$ cat config.mk
export PLATFORM = sky130hd
export DESIGN_NAME = seq_mult_booth
export DESIGN_NICKNAME = d
export VERILOG_FILES = /design/src/rtl/seq_mult_booth.sv
export SDC_FILE = /design/constraint.sdc
export NUM_CORES = 1
export LEC_CHECK = 0
export CORE_MARGIN = 4
export CORE_UTILIZATION = 40
export CTS_BUF_LIST = sky130_fd_sc_hd__clkbuf_8
export CTS_CLUSTER_DIAMETER = 60
export DETAILED_ROUTE_END_ITERATION = 10
export HOLD_SLACK_MARGIN = 0.03
export PLACE_DENSITY_LB_ADDON = 0.12
export SYNTH_ARGS = -nofsm -noshare
export SYNTH_HDL_FRONTEND = slang
export SYNTH_SLANG_ARGS = --single-unit
$ cat constraint.sdc
create_clock -name clk -period 6.6 [get_ports clk]
set_input_delay 0.66 -clock clk [delete_from_list [all_inputs] [get_ports clk]]
set_output_delay 0.66 -clock clk [all_outputs]
set_load 0.05 [all_outputs]
$ cat src/rtl/seq_mult_booth.sv
// Sequential radix-2 Booth multiplier for signed or unsigned N-bit operands.
// Produces a 2N-bit product split into m/r, plus an overflow flag, N+2 cycles after start.
module seq_mult_booth #(
  parameter int N = 8
) (
  input  logic         clk,
  input  logic         rst,
  input  logic         start,
  input  logic         signed_mode,
  input  logic [N-1:0] a,
  input  logic [N-1:0] b,
  output logic [N-1:0] m,
  output logic [N-1:0] r,
  output logic         valid,
  output logic         busy,
  output logic         ovf
);

  localparam int CW = $clog2(N + 2);
  localparam logic [CW-1:0] STEPS = CW'(N + 1);

  typedef enum logic [1:0] {
    IDLE = 2'd0,
    CALC = 2'd1,
    DONE = 2'd2
  } state_t;

  state_t         state_reg;
  state_t         state_next;
  logic [CW-1:0]  count_reg;
  logic [N+1:0]   mcand_reg;
  logic [N+1:0]   hi_reg;
  logic [N:0]     lo_reg;
  logic           q1_reg;
  logic           mode_reg;
  logic [N-1:0]   m_reg;
  logic [N-1:0]   r_reg;
  logic           valid_reg;
  logic           ovf_reg;
  logic           accept;
  logic [N+1:0]   sum_hi;
  logic [2*N-1:0] prod;
  logic [N-1:0]   ovf_bits;
  logic           unused_hi;

  // New work is taken whenever the engine is not mid-calculation (IDLE or DONE).
  assign accept = start && (state_reg != CALC);

  always_ff @(posedge clk or negedge rst) begin
    if (!rst) begin
      state_reg <= IDLE;
    end else begin
      state_reg <= state_next;
    end
  end

  always_comb begin
    state_next = state_reg;
    case (state_reg)
      IDLE:    if (start) state_next = CALC;
      CALC:    if (count_reg == CW'(1)) state_next = DONE;
      DONE:    state_next = start ? CALC : IDLE;
      default: state_next = IDLE;
    endcase
  end

  always_comb begin
    busy = (state_reg == CALC);
  end

  // Accumulator carries one guard bit above the N+1-bit multiplicand so the
  // most-negative operand pair cannot wrap.
  always_comb begin
    sum_hi = hi_reg;
    case ({lo_reg[0], q1_reg})
      2'b01:   sum_hi = hi_reg + mcand_reg;
      2'b10:   sum_hi = hi_reg - mcand_reg;
      default: sum_hi = hi_reg;
    endcase
  end

  assign prod = {hi_reg[N-2:0], lo_reg};

  // Overflow: high half must be a pure extension of the low half.
  generate
    for (genvar gi = 0; gi < N; gi++) begin : g_ovf
      assign ovf_bits[gi] = prod[N+gi] ^ (mode_reg & prod[N-1]);
    end
  endgenerate

  assign unused_hi = ^hi_reg[N+1:N-1];

  always_ff @(posedge clk or negedge rst) begin
    if (!rst) begin
      count_reg <= '0;
      mcand_reg <= '0;
      hi_reg    <= '0;
      lo_reg    <= '0;
      q1_reg    <= 1'b0;
      mode_reg  <= 1'b0;
      m_reg     <= '0;
      r_reg     <= '0;
      valid_reg <= 1'b0;
      ovf_reg   <= 1'b0;
    end else begin
      valid_reg <= 1'b0;
      if (state_reg == DONE) begin
        m_reg     <= prod[2*N-1:N];
        r_reg     <= prod[N-1:0];
        ovf_reg   <= |ovf_bits;
        valid_reg <= 1'b1;
      end
      if (accept) begin
        mode_reg  <= signed_mode;
        mcand_reg <= {{2{signed_mode & a[N-1]}}, a};
        hi_reg    <= '0;
        lo_reg    <= {signed_mode & b[N-1], b};
        q1_reg    <= 1'b0;
        count_reg <= STEPS;
      end else if (state_reg == CALC) begin
        hi_reg    <= {sum_hi[N+1], sum_hi[N+1:1]};
        lo_reg    <= {sum_hi[0], lo_reg[N:1]};
        q1_reg    <= lo_reg[0];
        count_reg <= count_reg - CW'(1);
      end
    end
  end

  assign m     = m_reg;
  assign r     = r_reg;
  assign valid = valid_reg;
  assign ovf   = ovf_reg;

endmodule

== Word-level counts from Yosys, hierarchy flattened ==
Index checks and enable logic that the tools add are counted.

* Register bits after elaboration: 54
* Bits of input ports: 20
* Word-level logic and storage cells: 52

* $add $sub $neg: 3
* Equality and inequality tests: 8
* Mux-type cells: 14
* Bitwise gates (word level): 11
* Reduce and logical (&&, ||, !) cells: 5

{| class="wikitable"
|+ Operators by type and width
! cell !! count
|-
| 10-bit two-way mux || 2
|-
| 10-bit one-hot mux with 2 select lines || 1
|-
| 9-bit two-way mux || 2
|-
| 10-bit adder || 1
|-
| 10-bit subtractor || 1
|-
| 4-bit two-way mux || 2
|-
| 8-bit OR reduction || 1
|-
| 1-bit bitwise XOR || 8
|-
| 2-bit one-hot mux with 3 select lines || 1
|-
| 2-bit by 1-bit equality test with 1-bit output (second input constant) || 2
|-
| 2-bit equality test (second input constant) || 2
|-
| 4-bit by 1-bit equality test with 1-bit output (second input constant) || 1
|-
| 1-bit two-way mux || 4
|-
| 2-bit two-way mux || 2
|-
| 2-bit by 1-bit inequality test with 1-bit output (second input constant) || 2
|-
| 4-bit by 1-bit subtractor with 4-bit output (second input constant) || 1
|-
| 1-bit AND || 3
|-
| 2-bit logical NOT || 1
|-
| 2-bit inequality test (second input constant) || 1
|-
| 2-bit AND reduction || 1
|-
| 2-bit nonzero test || 1
|-
| 1-bit logical AND || 1
|}

== Longest topological paths before layout ==
Gate-level depths: netlist of run 1.

* Depth in word-level cells: 4
* Mapped depth: 12
* Gate-level depth less buffers: 12

== Worst setup path before layout of run 1 ==
OpenSTA, ideal clock, no wires.

* Kind: flip-flop to flip-flop
* Start point: register q1_reg
* End point: register hi_reg[8]
* Library setup time: 0.079 ns
* Arrival: 2.412 ns
* Data required time: 6.521 ns
* Path slack: 4.108 ns
* Stages on the path, launching flop included: 12
* Buffers on the path: 1
* Period minus slack after synthesis: 2.492 ns
* Cells stage by stage: dfrtp_1 -> inv_1 -> ha_1 -> clkbuf_1 -> mux2i_1 -> ha_1 -> nor2b_1 -> o21a_1 -> a31oi_1 -> o31a_1 -> mux2i_1 -> mux2i_1

* Cells in the longest elaborated chain, start to end: 4
* Elaborated cells between the ends (all ways): 5
* Classes of those cells: eq/ne (2); mux (3)

{| class="wikitable"
|+ Ends and longest elaborated chain
! element !! RTL line !! RTL
|-
| start: declaration || 34 || <nowiki>logic q1_reg;</nowiki>
|-
| start signal: assignment || 123 || <nowiki>q1_reg <= lo_reg[0];</nowiki>
|-
| 2-bit equality test / 2-bit by 1-bit equality test with 1-bit output (equally long branches) || 75 || <nowiki>case ({lo_reg[0], q1_reg})</nowiki>
|-
| 10-bit one-hot mux with 2 select lines (*) || 75 ||
|-
| 10-bit two-way mux (*) || 120 || <nowiki>end else if (state_reg == CALC) begin</nowiki>
|-
| 10-bit two-way mux (*) || 113 || <nowiki>if (accept) begin</nowiki>
|-
| end signal: assignment || 121 || <nowiki>hi_reg <= {sum_hi[N+1], sum_hi[N+1:1]};</nowiki>
|-
| end: declaration || 32 || <nowiki>logic [N+1:0] hi_reg;</nowiki>
|}

Mark *: on every way between the ends. The rest lies on a longest branch, timed or not. The select of a mux whose other input is x is not followed.
A chain may end at the register's enable or synchronous reset.

== Worst setup path in the final report of run 1 ==
* Start point: register state_reg[1]
* End point: output port busy

* Cells in the longest elaborated chain, start to end: 1

{| class="wikitable"
|+ Ends and longest elaborated chain
! element !! RTL line !! RTL
|-
| start: declaration || 28 || <nowiki>state_t state_reg;</nowiki>
|-
| start signal: assignment || 53 || <nowiki>state_reg <= state_next;</nowiki>
|-
| 2-bit by 1-bit equality test with 1-bit output || 68 || <nowiki>busy = (state_reg == CALC);</nowiki>
|-
| end: declaration || 15 || <nowiki>output logic busy,</nowiki>
|}

No other way between the ends.

==> summary.md, run 1 <==
| Metric | Value |
|---|---|
| Status | `completed` |
| Via count | `2,055` |
| I/O Buffers | `38` |
| Routed Antenna Nets | `0` |
| Total die area | `8480 um2` |
| Yosys top cell area share | `46.9%` |
| First-pass DRT Iterations | `4` |
| Fin nets | `337` |
| Top cells by area, synth | `dfrtp_1 (47%), mux2_2 (10%), ha_1 (5.8%)` |
| Cell variety after synth | `40` |
| CP max FO | `24` |
| Post-synthesis area per instance | `10.5 um2` |
| I/O Pins | `39` |
| TritonCTS clock tree | `yes` |
| Post-synthesis cell count | `269` |
| CTS resizes | `0` |
| Hold buffers post-CTS | `0` |
| Detailed Route WL | `5720 um` |
| Initial DRC count | `45` |
| Worst Skew | `9.91 ps` |
| Setup TNS | `0 ps` |
| Placeable Area | `6830 um2` |
| Net Count, Synth | `303` |
| Die width | `92.1 um` |
| EDFF count, synth | `0` |
| Synth area leader | `dfrtp_1` |
| Routed vias/inst | `5.14` |
| DP HPWL | `4160 um` |
| Setup bufs post-CTS | `0` |
| Crit path launch type | `register` |
| Final setup violation count | `0` |
| CTS buffer count | `5` |
| RePlAce Congestion | `0.766` |
| Diode count | `0` |
| WP data arrival | `2280 ps` |
| Latest clock arrival within the worst-skew pair | `310 ps` |
| Clock root cell | `clkbuf_8` |
| Final Hold Viols | `0` |
| Mux share of post-synthesis cell area | `15.3%` |
| Clock buffer depth | `2` |
| Placed cell areas | `3280 um2` |
| Vias in the first global route | `1,995` |
| Final period util | `44.5%` |
| Die H | `92.1 um` |
| Worst slew margin | `39.3%` |
| Slew Limit Fails | `0` |
| Synth Area in Adders | `6.46%` |
| Primary FF master, synth | `dfrtp_1` |
| Synth Area in Compound Gates | `11.6%` |
| WS Path Type | `register to output pin` |
| DRC Markers | `0` |
| Synthesized area | `2830 um2` |
| Post-route cell area | `3370 um2` |
| Worst Tran Pin Value | `910 ps` |
| Max H-tree Level | `2` |
| Ys async rst share | `100%` |
| FP Rows | `30` |
| Global route overflow | `0` |
| Simple-gate share of the synthesized area | `12.5%` |
| Wirelength per Cell | `14.3 um` |
| Area growth, synth to finish | `19.0%` |
| Sequential cell area fraction in the yosys report | `46.9%` |
| Yosys warns | `0` |
| Setup crit end kind | `output pin` |
| GRT Util Overall | `14.3%` |
| Unrepaired setup endpoints after global routing | `false` |
| Clock tree sinks | `53` |
| Initial antenna violation count | `0` |
| First-pass GRT wire length | `9690 um` |
| XOR/XNOR Fraction of Synth Area | `3.72%` |
| Clk pin slew, worst setup/hold paths | `90 ps` |
| Largest net degree at the start of global routing | `54` |
| Fin crit period | `2940 ps` |
| Yosys reg bits | `53` |
| Initial core utilization | `41.4%` |
| Maxcap violations | `0` |
| Largest family of logic cells by synthesized area | `multiplexers` |
| Layout cells sized above 1 | `13.2%` |
| Worst Hold Class | `primary input to asynchronous set/reset pin` |
| WP data required | `5940 ps` |
| Fmax | `341 MHz` |
final timing paths:
kind                            slack [ps]                        to                startpoint  depth (start not counted)
worst max register to register        3820     hi_reg[8]$_DFFE_PN0P_  mcand_reg[2]$_DFFE_PN0P_                         11
worst min-delay path                   470           valid$_DFF_PN0_                       rst                          2
min in group clk                       480  state_reg[0]$_DFFE_PN0P_  state_reg[0]$_DFFE_PN0P_                          1
worst max-delay path                  3660                      busy  state_reg[1]$_DFFE_PN0P_                          3
max in group asynchronous             5690  mcand_reg[5]$_DFFE_PN0P_                       rst                          2
worst min register to register         480  state_reg[0]$_DFFE_PN0P_  state_reg[0]$_DFFE_PN0P_                          1
metal layers:
layer	GRT usage (%)	part of all wire, %	routed length, um	up-vias
met3	2.46	3.9	225	2
met5	0	0	0	-
met2	23.5	47	2670	46
met1	19.2	49	2790	985
li1	-	-	-	1022
met4	4.83	0.63	36	0
placed cells by master (no fill, tap or decap), types with 12 or more instances in the layout:
cell type         n
clkdlybuf4s50_1  37
dfrtp_1          53
ha_1             13
inv_1            12
mux2_2           25
mux2i_1          15
nand2_1          22
nor2_1           12
o21ai_0          24
xnor2_1          12
area by class of cell:
| cell class | instances | area [um2] |
|---|---|---|
| Fill cell | 679 | 3470 |
| Multi-Input combinational cell | 191 | 1400 |
| Sequential cell | 53 | 1330 |
| Timing Repair Buffer | 40 | 390 |
| Tap cell | 96 | 120 |
| Clock buffer | 5 | 68.8 |
| Inverter | 12 | 45.0 |
| Clock inverter | 3 | 13.8 |
critical path, cell delays in order, from the launching register on:
cell and delay (ps):
dfrtp_1 380, nand2b_1 540, inv_1 220, clkdlybuf4s50_1 830
cells by family after synthesis:
kind of cell               count (synthesis)
AOI/OAI and AO/OA                         56
xor gates and xnor gates                  12
adders and majority gates                 14
buffers and inverters                     25
DFF                                       53
muxes                                     40
and+or+nand+nor                           69
stage by stage:
stage / setup slack, ps / utilization (%) / std cells / hold WS [ps]
after global routing: 3480 / 49.3 / 400 / 514
after detailed placement: 3880 / 48.1 / 392 / 466
after floorplan: 4110 / - / 269 / 364
after global placement: 3940 / 48.1 / 392 / 460
after CTS: 3640 / 49.3 / 400 / 479
final: 3660 / 49.3 / 400 / 470
cell usage after synthesis (2+ instances only):
cell type and instances:
nor3_2 2, buf_1 2, o31ai_1 4, nor4_1 2, nor2b_1 2, mux2i_1 15, and3_1 4, nor3_1 4
clkbuf_1 6, o21a_1 2, inv_1 11, nor3b_1 3, xnor2_1 12, nand2b_1 3, a31oi_1 7, nor2_1 12
mux2_2 25, nand3_1 7, ha_1 13, a21o_1 2, dfrtp_1 53, o21ai_0 24, a21oi_1 11, nand2_1 22
nand4_1 2, buf_2 5
Power of run 1 is left out: the tool's default activity adds up to more than one toggle a clock period on the data nets, which glitch-free logic cannot reach.
==> run 2, diff against run 1 <==
Clock period 6.6 ns to 2.84 ns, I/O delays scaled along.
==> run 2 against run 1 <==
Register-to-register slack got worse by 3500 ps. Final area increased by 2.1%. Sequential cell count unchanged. Critical path type is now register to register. Highest routed layer unchanged.
==> summary.md, run 2 (synthesis gave the netlist of run 1 again) <==
| Metric | Value |
|---|---|
| Slew Limit Fails | `0 (unchanged)` |
| WP data required | `3070 ps (was 5940 ps)` |
| DRC Markers | `0 (unchanged)` |
| Clock buffer depth | `2 (unchanged)` |
| Internal reg-to-reg setup slack | `310 ps (was 3820 ps)` |
| Commonest cells after routing, fill and taps aside | `dfrtp_1 (53), clkdlybuf4s50_1 (36), mux2_2 (25) (was dfrtp_1 (53), clkdlybuf4s50_1 (37), mux2_2 (25))` |
| Worst path slowest cell | `dfrtp_1 (was clkdlybuf4s50_1)` |
| Fmax | `396 MHz` |
| Diode count | `0 (unchanged)` |
| Worst Skew | `7.77 ps (was 9.91 ps)` |
| WP data arrival | `2760 ps (was 2280 ps)` |
| Maxcap violations | `0 (unchanged)` |
| Hold endpoint | `m[1]$_DFFE_PN0P_` |
| First-pass DRT Iterations | `4 (unchanged)` |
| Detailed Route WL | `5570 um (was 5720 um)` |
| DP HPWL | `4160 um (about the same)` |
| Critical Path Stages | `11 (was 3)` |
| Hold Worst Slack | `482 ps (was 470 ps)` |
| Initial DRC count | `92 (was 45)` |
| Area growth, synth to finish | `21.5% (was 19.0%)` |
| Clk pin slew, worst setup/hold paths | `100 ps (was 90 ps)` |
| Clock tree sinks | `53 (unchanged)` |
| WHS Path Cells | `2` |
| I/O Pins | `39 (unchanged)` |
| I/O Buffers | `38 (unchanged)` |
| Latest clock arrival within the worst-skew pair | `310 ps (about the same)` |
| Most frequent cell on the critical path | `mux2i_1` |
| Status | `completed (unchanged)` |
| CP delay by family, top | `compound AO/OA/AOI/OAI gates (was buffers and inverters)` |
| Total die area | `8480 um2 (unchanged)` |
| Final setup violation count | `0 (unchanged)` |
| GRT Util Overall | `14.4% (was 14.3%)` |
| Clock root cell | `clkbuf_8 (unchanged)` |
| Wirelength per Cell | `13.8 um (was 14.3 um)` |
| Final Hold Viols | `0 (unchanged)` |
| Worst slew margin | `38.8% (was 39.3%)` |
| Worst path bufs/invs | `0 (was 2)` |
| Initial antenna violation count | `0 (unchanged)` |
| Final period util | `88.9%` |
| WS Path Type | `register to register (was register to output pin)` |
| Vias in the first global route | `2,005 (was 1,995)` |
| Die width | `92.1 um (unchanged)` |
| Worst r2r src | `mcand_reg[2]$_DFFE_PN0P_ (unchanged)` |
| Worst reg2reg endpoint | `hi_reg[8]$_DFFE_PN0P_ (unchanged)` |
| Largest net degree at the start of global routing | `30 (was 54)` |
| CP max FO | `5 (was 24)` |
| Fin crit period | `2530 ps` |
| Setup bufs post-CTS | `0 (unchanged)` |
| CTS buffer count | `5 (unchanged)` |
| Setup crit end kind | `register (was output pin)` |
| Placed cell areas | `3300 um2 (was 3280 um2)` |
| Routed Antenna Nets | `0 (unchanged)` |
| Routed vias/inst | `5.04 (was 5.14)` |
| Crit path launch type | `register (unchanged)` |
| TritonCTS clock tree | `yes (unchanged)` |
| Leading cell type in the layout, fill and taps excluded | `dfrtp_1 (unchanged)` |
| RePlAce Congestion | `0.798 (was 0.766)` |
| CP max stage delay | `440 ps (was 830 ps)` |
| Fin nets | `340 (was 337)` |
| Max H-tree Level | `2 (unchanged)` |
| Initial core utilization | `41.4% (unchanged)` |
| Placeable Area | `6830 um2 (unchanged)` |
| First-pass GRT wire length | `9820 um (was 9690 um)` |
| Global route overflow | `0 (unchanged)` |
| Worst path cell trace | `nor3_2 > nor3b_2 > nor2_1 > xnor2_1 > ha_1 > a21o_1 > a21oi_1 > o21a_1 > o31a_1 > mux2i_1 > mux2i_1 (was nand2b_1 > inv_1 > clkdlybuf4s50_1)` |
| Via count | `2,032 (was 2,055)` |
| Unrepaired setup endpoints after global routing | `false (unchanged)` |
| Layout cells sized above 1 | `15.3% (was 13.2%)` |
| Min-Delay Startpoint | `m[1]$_DFFE_PN0P_` |
| FP Rows | `30 (unchanged)` |
| Die H | `92.1 um (unchanged)` |
| Post-route cell area | `3440 um2 (was 3370 um2)` |
| Final core utilization | `50.3% (was 49.3%)` |
| Worst Hold Class | `register to register (was primary input to asynchronous set/reset pin)` |
| Worst Tran Pin Value | `919 ps (was 910 ps)` |
| R2r worst-path depth | `11 (unchanged)` |
| Setup TNS | `0 ps (unchanged)` |
run 2: worst max-delay path by stage:
stage                              from                     to  slack [ps]
2_1_floorplan        q1_reg$_DFFE_PN0P_  hi_reg[8]$_DFFE_PN0P_         350
3_3_place_gp         q1_reg$_DFFE_PN0P_  hi_reg[8]$_DFFE_PN0P_         300
4_1_cts              q1_reg$_DFFE_PN0P_  hi_reg[8]$_DFFE_PN0P_         200
6_report       mcand_reg[2]$_DFFE_PN0P_  hi_reg[8]$_DFFE_PN0P_         310
3_5_place_dp      lo_reg[0]$_DFFE_PN0P_  hi_reg[8]$_DFFE_PN0P_         220
5_1_grt        mcand_reg[2]$_DFFE_PN0P_  hi_reg[8]$_DFFE_PN0P_           3
run 2: worst reg2reg max path, stage by stage, from the launching register on:
cell     delay (ps)
dfrtp_1         440
nor3_2          230
nor3b_2         230
nor2_1           80
xnor2_1         130
ha_1            340
a21o_1          180
a21oi_1         160
o21a_1          130
o31a_1          130
mux2i_1         210
mux2i_1         190
run 2: layout make-up:
| class | instances | area (um2) |
|---|---|---|
| Inverter | 12 | 45.0 |
| Sequential cell | 53 | 1330 |
| Fill cell | 653 | 3400 |
| Clock inverter | 2 | 37.5 |
| Tap cell | 96 | 120 |
| Multi-Input combinational cell | 191 | 1410 |
| Clock buffer | 6 | 82.6 |
| Timing Repair Buffer | 43 | 413 |
run 2: through the flow:
stage	setup WS [ps]	instances
3_5_place_dp	216	394
6_report	315	403
4_1_cts	205	403
5_1_grt	2.84	403
3_3_place_gp	297	394
2_1_floorplan	348	269
run 2: layer usage:
| layer | global-route usage (%) | up-vias | wire length (um) |
|---|---|---|---|
| met1 | 20.8 | 962 | 2830 |
| met5 | 0 | - | 0 |
| li1 | - | 1032 | - |
| met2 | 21.6 | 32 | 2490 |
| met3 | 3.94 | 6 | 196 |
| met4 | 3.22 | 0 | 49 |
run 2: repair_timing:
action / in CTS / in global routing
endpoints found under the setup margin: 0 / 2
gates resized for setup: 0 / 3
hold buffers: 1 / 0
endpoints found under the hold margin: 24 / 0
Power of run 2 is left out for the same reason.
